`src/rtl/result_serializer.sv`:
```
// Byte serializer for upstream result words: accepts one WIDTH-bit word per
// handshake, streams it MSB byte first, and tracks matches against EXPECTED.
module result_serializer #(
    parameter int                WIDTH    = 24,
    parameter logic [WIDTH-1:0]  EXPECTED = 24'hC0FFEE,
    parameter int                CNT_W    = 16
) (
    input  logic              clk,
    input  logic              rst,
    input  logic [WIDTH-1:0]  in_data,
    input  logic              in_valid,
    output logic              in_ready,
    output logic [7:0]        out_data,
    output logic              out_valid,
    input  logic              out_ready,
    output logic              out_last,
    output logic [CNT_W-1:0]  match_cnt,
    output logic              mismatch,
    output logic              busy
);

    localparam int NBYTES = WIDTH / 8;
    localparam int IDX_W  = (NBYTES > 1) ? $clog2(NBYTES) : 1;
    localparam logic [IDX_W-1:0] LAST_IDX = IDX_W'(NBYTES - 1);

    typedef enum logic {
        IDLE,
        SEND
    } state_e;

    state_e             state_q, state_d;
    logic [IDX_W-1:0]   idx_q, idx_d;
    logic [WIDTH-1:0]   word_q, word_d;
    logic [CNT_W-1:0]   cnt_q, cnt_d;
    logic               mism_q, mism_d;
    logic [WIDTH-1:0]   aligned;

    // Shifting left by 8*idx brings the byte being sent into the top byte lane.
    assign aligned = word_q << {idx_q, 3'b000};

    always_comb begin
        // NOTE: every signal driven here gets a default first, so no path can
        // leave one unassigned and infer a latch.
        state_d   = state_q;
        idx_d     = idx_q;
        word_d    = word_q;
        cnt_d     = cnt_q;
        mism_d    = mism_q;
        in_ready  = 1'b0;
        out_valid = 1'b0;
        out_last  = 1'b0;
        out_data  = 8'h00;
        busy      = 1'b0;

        unique case (state_q)
            IDLE: begin
                in_ready = 1'b1;
                if (in_valid) begin
                    word_d  = in_data;
                    idx_d   = '0;
                    state_d = SEND;
                    if (in_data == EXPECTED) begin
                        if (cnt_q != '1) cnt_d = cnt_q + CNT_W'(1);
                    end else begin
                        mism_d = 1'b1;
                    end
                end
            end
            SEND: begin
                out_valid = 1'b1;
                busy      = 1'b1;
                out_data  = aligned[WIDTH-1 -: 8];
                out_last  = (idx_q == LAST_IDX);
                if (out_ready) begin
                    if (idx_q == LAST_IDX) state_d = IDLE;
                    else                   idx_d   = idx_q + IDX_W'(1);
                end
            end
            default: state_d = IDLE;
        endcase
    end

    // NOTE: state registers use non-blocking assignments so every flop samples
    // the pre-edge values regardless of statement order.
    always_ff @(posedge clk) begin
        if (rst) begin
            state_q <= IDLE;
            idx_q   <= '0;
            word_q  <= '0;
            cnt_q   <= '0;
            mism_q  <= 1'b0;
        end else begin
            state_q <= state_d;
            idx_q   <= idx_d;
            word_q  <= word_d;
            cnt_q   <= cnt_d;
            mism_q  <= mism_d;
        end
    end

    assign match_cnt = cnt_q;
    assign mismatch  = mism_q;

endmodule
```
`config.mk`:
```
export PLATFORM = sky130hd
export DESIGN_NAME = result_serializer
export DESIGN_NICKNAME = d
export VERILOG_FILES = /design/src/rtl/result_serializer.sv
export SDC_FILE = /design/constraint.sdc
export NUM_CORES = 1
export LEC_CHECK = 0
export ABC_AREA = 1
export CORE_UTILIZATION = 49
export DETAILED_ROUTE_END_ITERATION = 10
export PLACE_DENSITY = 0.79
export SLEW_MARGIN = 20
export SYNTH_ARGS = -nofsm -noshare
export SYNTH_HDL_FRONTEND = slang
export SYNTH_SLANG_ARGS = --single-unit
```
`constraint.sdc`:
```
create_clock -name clk -period 2.5 [get_ports clk]
set_clock_uncertainty 0.2 [all_clocks]
set_input_delay 0.625 -clock clk [delete_from_list [all_inputs] [get_ports clk]]
set_output_delay 0.625 -clock clk [all_outputs]
set_load 0.02 [all_outputs]
```
### Word level (Yosys, flattened, before mapping)

Index checks and enable logic that the tools add are counted.

| cells by class | value |
|---|---|
| add/sub/neg operators | 2 |
| eq/ne operators | 6 |
| shift operators | 1 |
| multiplexer cells | 12 |
| bitwise logic cells | 2 |
| reduce and logical (&&, ||, !) cells | 4 |

Operators by type and width:

| operator | number |
|---|---|
| 24-bit == test, second input constant | 1 |
| 24-bit by 5-bit left shift with 24-bit output | 1 |
| 16-bit by 1-bit adder with 16-bit output, second input constant | 1 |
| 16-bit inequality test, second input constant | 1 |
| 8-bit 2-to-1 mux | 1 |
| 1-bit 2-to-1 mux | 6 |
| 2-bit 2-to-1 mux | 3 |
| 2-bit inequality test, second input constant | 3 |
| 3-bit AND reduction | 2 |
| 2-bit case mux with 2 select lines | 1 |
| 4-bit AND reduction | 1 |
| 2-bit by 1-bit adder with 2-bit output, second input constant | 1 |
| 2-bit == test, second input constant | 1 |
| 1-bit inverter | 2 |
| 1-bit case mux with 2 select lines | 1 |
| 2-bit AND reduction | 1 |

| storage, ports and cells | value |
|---|---|
| flip-flop bits (word level) | 44 |
| input bits | 28 |
| output and inout bits | 29 |
| word-level logic and storage cells | 32 |

### Logic depth before layout (Yosys ltp)

| logic depth | value |
|---|---|
| word-level depth | 4 |
| gate-level depth with buffers | 12 |
| gate-level depth less buffers | 11 |

### Worst setup path after synthesis

OpenSTA, ideal clock, no wires.

| timing | value |
|---|---|
| kind | register to output |
| start point | register idx_q[1] |
| end point | output port out_data[0] |
| arrival | 1313 ps |
| data required time | 1675 ps |
| setup slack | 362 ps |
| cell stages (with the launch flop) | 5 |
| buffers on the path | 2 |
| cell sequence | dfxtp_1 > clkbuf_1 > clkbuf_1 > nand3_1 > a21oi_1 |

| between the ends | value |
|---|---|
| word-level cells in the longest chain between the ends | 2 |

RTL lines:

| item | RTL line | source |
|---|---|---|
| start: declaration | 32 | `logic [IDX_W-1:0] idx_q, idx_d;` |
| start signal: assignment | 94 | `idx_q <= idx_d;` |
| 24-bit by 5-bit left shift with 24-bit output | 39 | `assign aligned = word_q << {idx_q, 3'b000};` |
| 8-bit 2-to-1 mux | 55 | `unique case (state_q)` |
| end: declaration | 13 | `output logic [7:0] out_data,` |

No other way between the ends.

### Final worst setup path

| timing | value |
|---|---|
| start point | register idx_q[0] |
| end point | output port out_data[4] |

The elaborated chain is that of the path after synthesis.

==> results by stage <==
Placement:
- Once placement finished, the instance area stood at just under 3000 um2.
- The detailed-placement wirelength estimate is around 4300 um.
- Buffers placed on the I/O ports in this run total 56.
- The post-place setup slack is between 30 and 40 ps.
- At the end of routability-driven placement, the weighted congestion stood at ~0.85.

Drt:
- The detailed router placed between 2000 and 2500 vias in this run.
- The final layout contains routed wiring with a total length of a little under 6000 um.
- In the final routed layout, each cell accounts on average for ~12 um.
- In the routed layout, each cell is associated on average with a via count of between 5 and 6.
- The residual DRC count is 13.
- The first detailed-routing pass ran for 7 iterations.
- The final antenna-violating net count is 0.
- In this run, the number of DRC markers left after iteration 0 of detailed routing was roughly 170.

Worst setup path:
- The peak fanout along the critical path is 19.
- The type of element capturing the critical path is an output port.
- The category of the critical setup timing path is reg2out.
- The number of cells on the worst reg-to-reg path is 10.
- In this run the critical register-to-register path is launched from match_cnt[0].
- At the worst endpoint, the required time is 1670 ps.
- The flop-to-flop setup slack is around 600 ps.
- The start point of the critical path is idx_q[0].
- The data arrival at the endpoint of the critical path is ~1600 ps.
- STA classifies the critical path startpoint as a register.

Global routing:
- The initial antenna violation count is 0.
- Summed over all layers, the global routing overflow is 0.
- The number of global-route vias before repair was roughly 2200.
- The wire length of the first global-routing pass is about 9900 um.
- Across every metal layer, demand over resource in global routing totals 0.2500.
- The pin count of the biggest net entering global routing is 42.

STA:
- Subtracting the final worst setup slack from the clock period gives about 2400 ps.
- The total count of hold-check failures in the final report is 0.
- Summed over all failing endpoints, the final setup total negative slack is 0 ps.
- The share of the cycle needed by the critical path after routing is 0.9635.
- Setup repair after global routing left no endpoint under its margin.
- Setup violations remaining at the end of the flow were counted as 0.
- In the post-route analysis, the smallest setup slack over all paths is just over 90 ps.
- The worst slew slack as a fraction of its limit is 0.8208.
- Timing would allow up to slightly above 400 MHz.
- For the pin with the worst max-slew slack, the measured transition is roughly 270 ps.
- The number of pins exceeding their max-slew limit in the final report is 0.

Clocking:
- The clock tree root driver cell is sky130_fd_sc_hd__clkbuf_8.
- In this run the deepest clock path goes through 2 buffers.
- The post-cts hold buffer count is 0.
- After clock tree synthesis, the clock-pin slew on the worst setup and hold paths is 80 ps.
- Clock tree synthesis found a total of 44 sinks.
- For the worst-skew pair, the clock arrives at the later sink with an insertion delay of 300 ps.
- The number of setup buffers added after CTS is 0.
- TritonCTS built the clock tree.
- The number of levels in the clock H-tree is 2.
- TritonCTS created 5 clock buffers.

Floorplanning:
- In this run the standard cell core region covers about 4400 um2.
- Measured along the x axis, the die boundary spans a little over 70 um.
- The effective utilization at floorplan is 0.5191.
- The vertical die dimension is about 71 um.
- 57 I/O pins were placed.
- The total number of placement rows is 24.
- The die covers between 4000 and 5000 um2.

Synthesis:
- In the post-synthesis netlist, the biggest area contributors are sky130_fd_sc_hd__dfxtp_1, sky130_fd_sc_hd__nor2_1, sky130_fd_sc_hd__nand2_1.
- The most frequent cell after synthesis is sky130_fd_sc_hd__nor2_1.
- The number of flip-flops and latches in the synthesized netlist is 44.
- A synthesized cell averages roughly 6.4 um2.
- The most used flip-flop cell after synthesis is sky130_fd_sc_hd__dfxtp_1.
- The net count of the mapped netlist is a little under 400.
- The share of the synthesized area in the top cell type is 0.3818.
- Yosys printed 0 warnings.
- sky130_fd_sc_hd__dfxtp_1 takes more of the synthesized area than any other cell.
- The share of synthesized area occupied by flip-flops and latches is 0.3818.
- In this run, synthesis inferred 0 flip-flops with an integrated enable.
- The commonest cells after synthesis are sky130_fd_sc_hd__nor2_1, sky130_fd_sc_hd__nand2_1, sky130_fd_sc_hd__dfxtp_1.
- The fraction of registers with async set or reset after synthesis is 0.
- The synthesized cell area is about 2300 um2.
- Synthesis instantiated 24 different standard cells from the library.
- Synthesis produced a netlist whose cell count is about 360.

Power and ir drop:
- The combinational group share of total power is 0.158.
- The internal portion of total power is 1.064 mW.
- The sequential power share is 0.521.
- The share of total power in the clock network is 0.321.
- In this run the static leakage power is ~1.3 nW.
- Across the VDD grid, the largest voltage drop is 0.2772 mV.
- In this run the power density over the cells is roughly 480 nW/um2.
- Power comes to between 1 and 1.5 mW.
- The net switching power is between 0.3 and 0.4 mW.
- The net switching share of the total power is 0.2672.

Finish:
- The number of fill cells is between 400 and 500.
- The sequential cell area is about 880 um2.
- The number of antenna diodes in the final layout is 0.
- Summing all non-filler instances in the final layout gives an area of between 3000 and 4000 um2.
- The ratio of cells with drive above 1 in the final layout is 0.07177.
- The final core utilization is 0.6813.
- The final layout contains around 450 nets.
- The signed area change from the synthesized netlist to the final layout is 31.24%.
- The footprint of the multi-input gates is around 1200 um2.

Run status:
- The run finished, with violations left.
- The checks that failed: DRC.

Min path:
- The worst hold path cell count is 2.
- The launch point of the worst hold path is word_q[10].
- The class of the tightest hold or removal check is reg2reg.

Flow run:
- The max-capacitance violation count is 0.
layout by cell type, fill, tap and decap left out, types with 3 or more instances in the layout:
cell type | synthesis | routed
sky130_fd_sc_hd__nor2_1 | 96 | 96
sky130_fd_sc_hd__a21oi_1 | 33 | 33
sky130_fd_sc_hd__clkbuf_8 | 0 | 6
sky130_fd_sc_hd__nand4_1 | 6 | 6
sky130_fd_sc_hd__inv_2 | 4 | 4
sky130_fd_sc_hd__inv_1 | 32 | 32
sky130_fd_sc_hd__nand2_2 | 3 | 3
sky130_fd_sc_hd__buf_12 | 0 | 3
sky130_fd_sc_hd__nand3_2 | 3 | 3
sky130_fd_sc_hd__dlygate4sd2_1 | 0 | 6
sky130_fd_sc_hd__nand3_1 | 23 | 23
sky130_fd_sc_hd__buf_4 | 2 | 5
sky130_fd_sc_hd__nand2_1 | 57 | 57
sky130_fd_sc_hd__o21ai_0 | 33 | 33
sky130_fd_sc_hd__clkdlybuf4s50_1 | 0 | 47
sky130_fd_sc_hd__dfxtp_1 | 44 | 43
flip-flops by register name, summed over array words and instances (netlist names):
signal,count
idx_q,2
match_cnt,16
mismatch,1
state_q,1
word_q,24
metrics by stage:
stage | cells | hold WS, ps
floorplan | 362 | 249.5
global placement | 462 | 269.8
detailed placement | 462 | 273.9
CTS | 470 | 292.2
global route | 470 | 320.6
finish | 470 | 295.4
per-layer routing:
metal,share of wire,vias up,track usage
met2,0.51,59,0.4509
li1,-,1267,-
met5,0,-,0
met1,0.42,1096,0.2941
met4,0.028,0,0.1089
met3,0.044,13,0.03989
path summary, 6_finish.rpt:
path                   end
max            out_data[4]
min             word_q[10]
max reg2reg  match_cnt[14]
min reg2reg     word_q[10]
critical path, cell delays in order (launching register included):
cell and delay [ps]:
sky130_fd_sc_hd__dfxtp_1 340, sky130_fd_sc_hd__clkinv_1 110, sky130_fd_sc_hd__buf_12 170, sky130_fd_sc_hd__nor2_1 130, sky130_fd_sc_hd__nor2_1 50, sky130_fd_sc_hd__o21ai_0 90
sky130_fd_sc_hd__a21oi_1 100, sky130_fd_sc_hd__clkdlybuf4s15_1 290
power by group through the flow:
stage / registers (mW) / clock network [mW] / logic, mW
global route: 0.760 / 0.499 / 0.257
finish: 0.756 / 0.466 / 0.230
floorplan: 0.768 / 0 / 0.124
CTS: 0.756 / 0.474 / 0.230
global placement: 0.772 / 0 / 0.229
detailed placement: 0.773 / 0 / 0.234
what timing repair did:
| item | in CTS | in global routing |
|---|---|---|
| setup endpoints to repair | 9 | 3 |
| cloned | 0 | 0 |
| resized for setup | 11 | 4 |
layout make-up:
class | count | share of cell area
Sequential cell | 44 | 0.2921
Clock buffer | 7 | 0.02851
Clock inverter | 1 | 0.002479
Timing Repair Buffer | 64 | 0.2132
Multi-Input combinational cell | 265 | 0.3963
Inverter | 37 | 0.04587
Tap cell | 52 | 0.02149
cells by family (layout without fill, tap and decap cells):
group | Yosys count | count (layout) | synth area share
XOR/XNOR | 2 | 2 | 0.007594
AND/OR/NAND/NOR | 194 | 194 | 0.3552
AO/OA/AOI/OAI | 67 | 67 | 0.1464
buffers and inverters | 53 | 109 | 0.09815
adder cells (fa/ha/maj) | 2 | 2 | 0.01084
flip-flops | 44 | 44 | 0.3818
(Power assumes the default switching activity.)
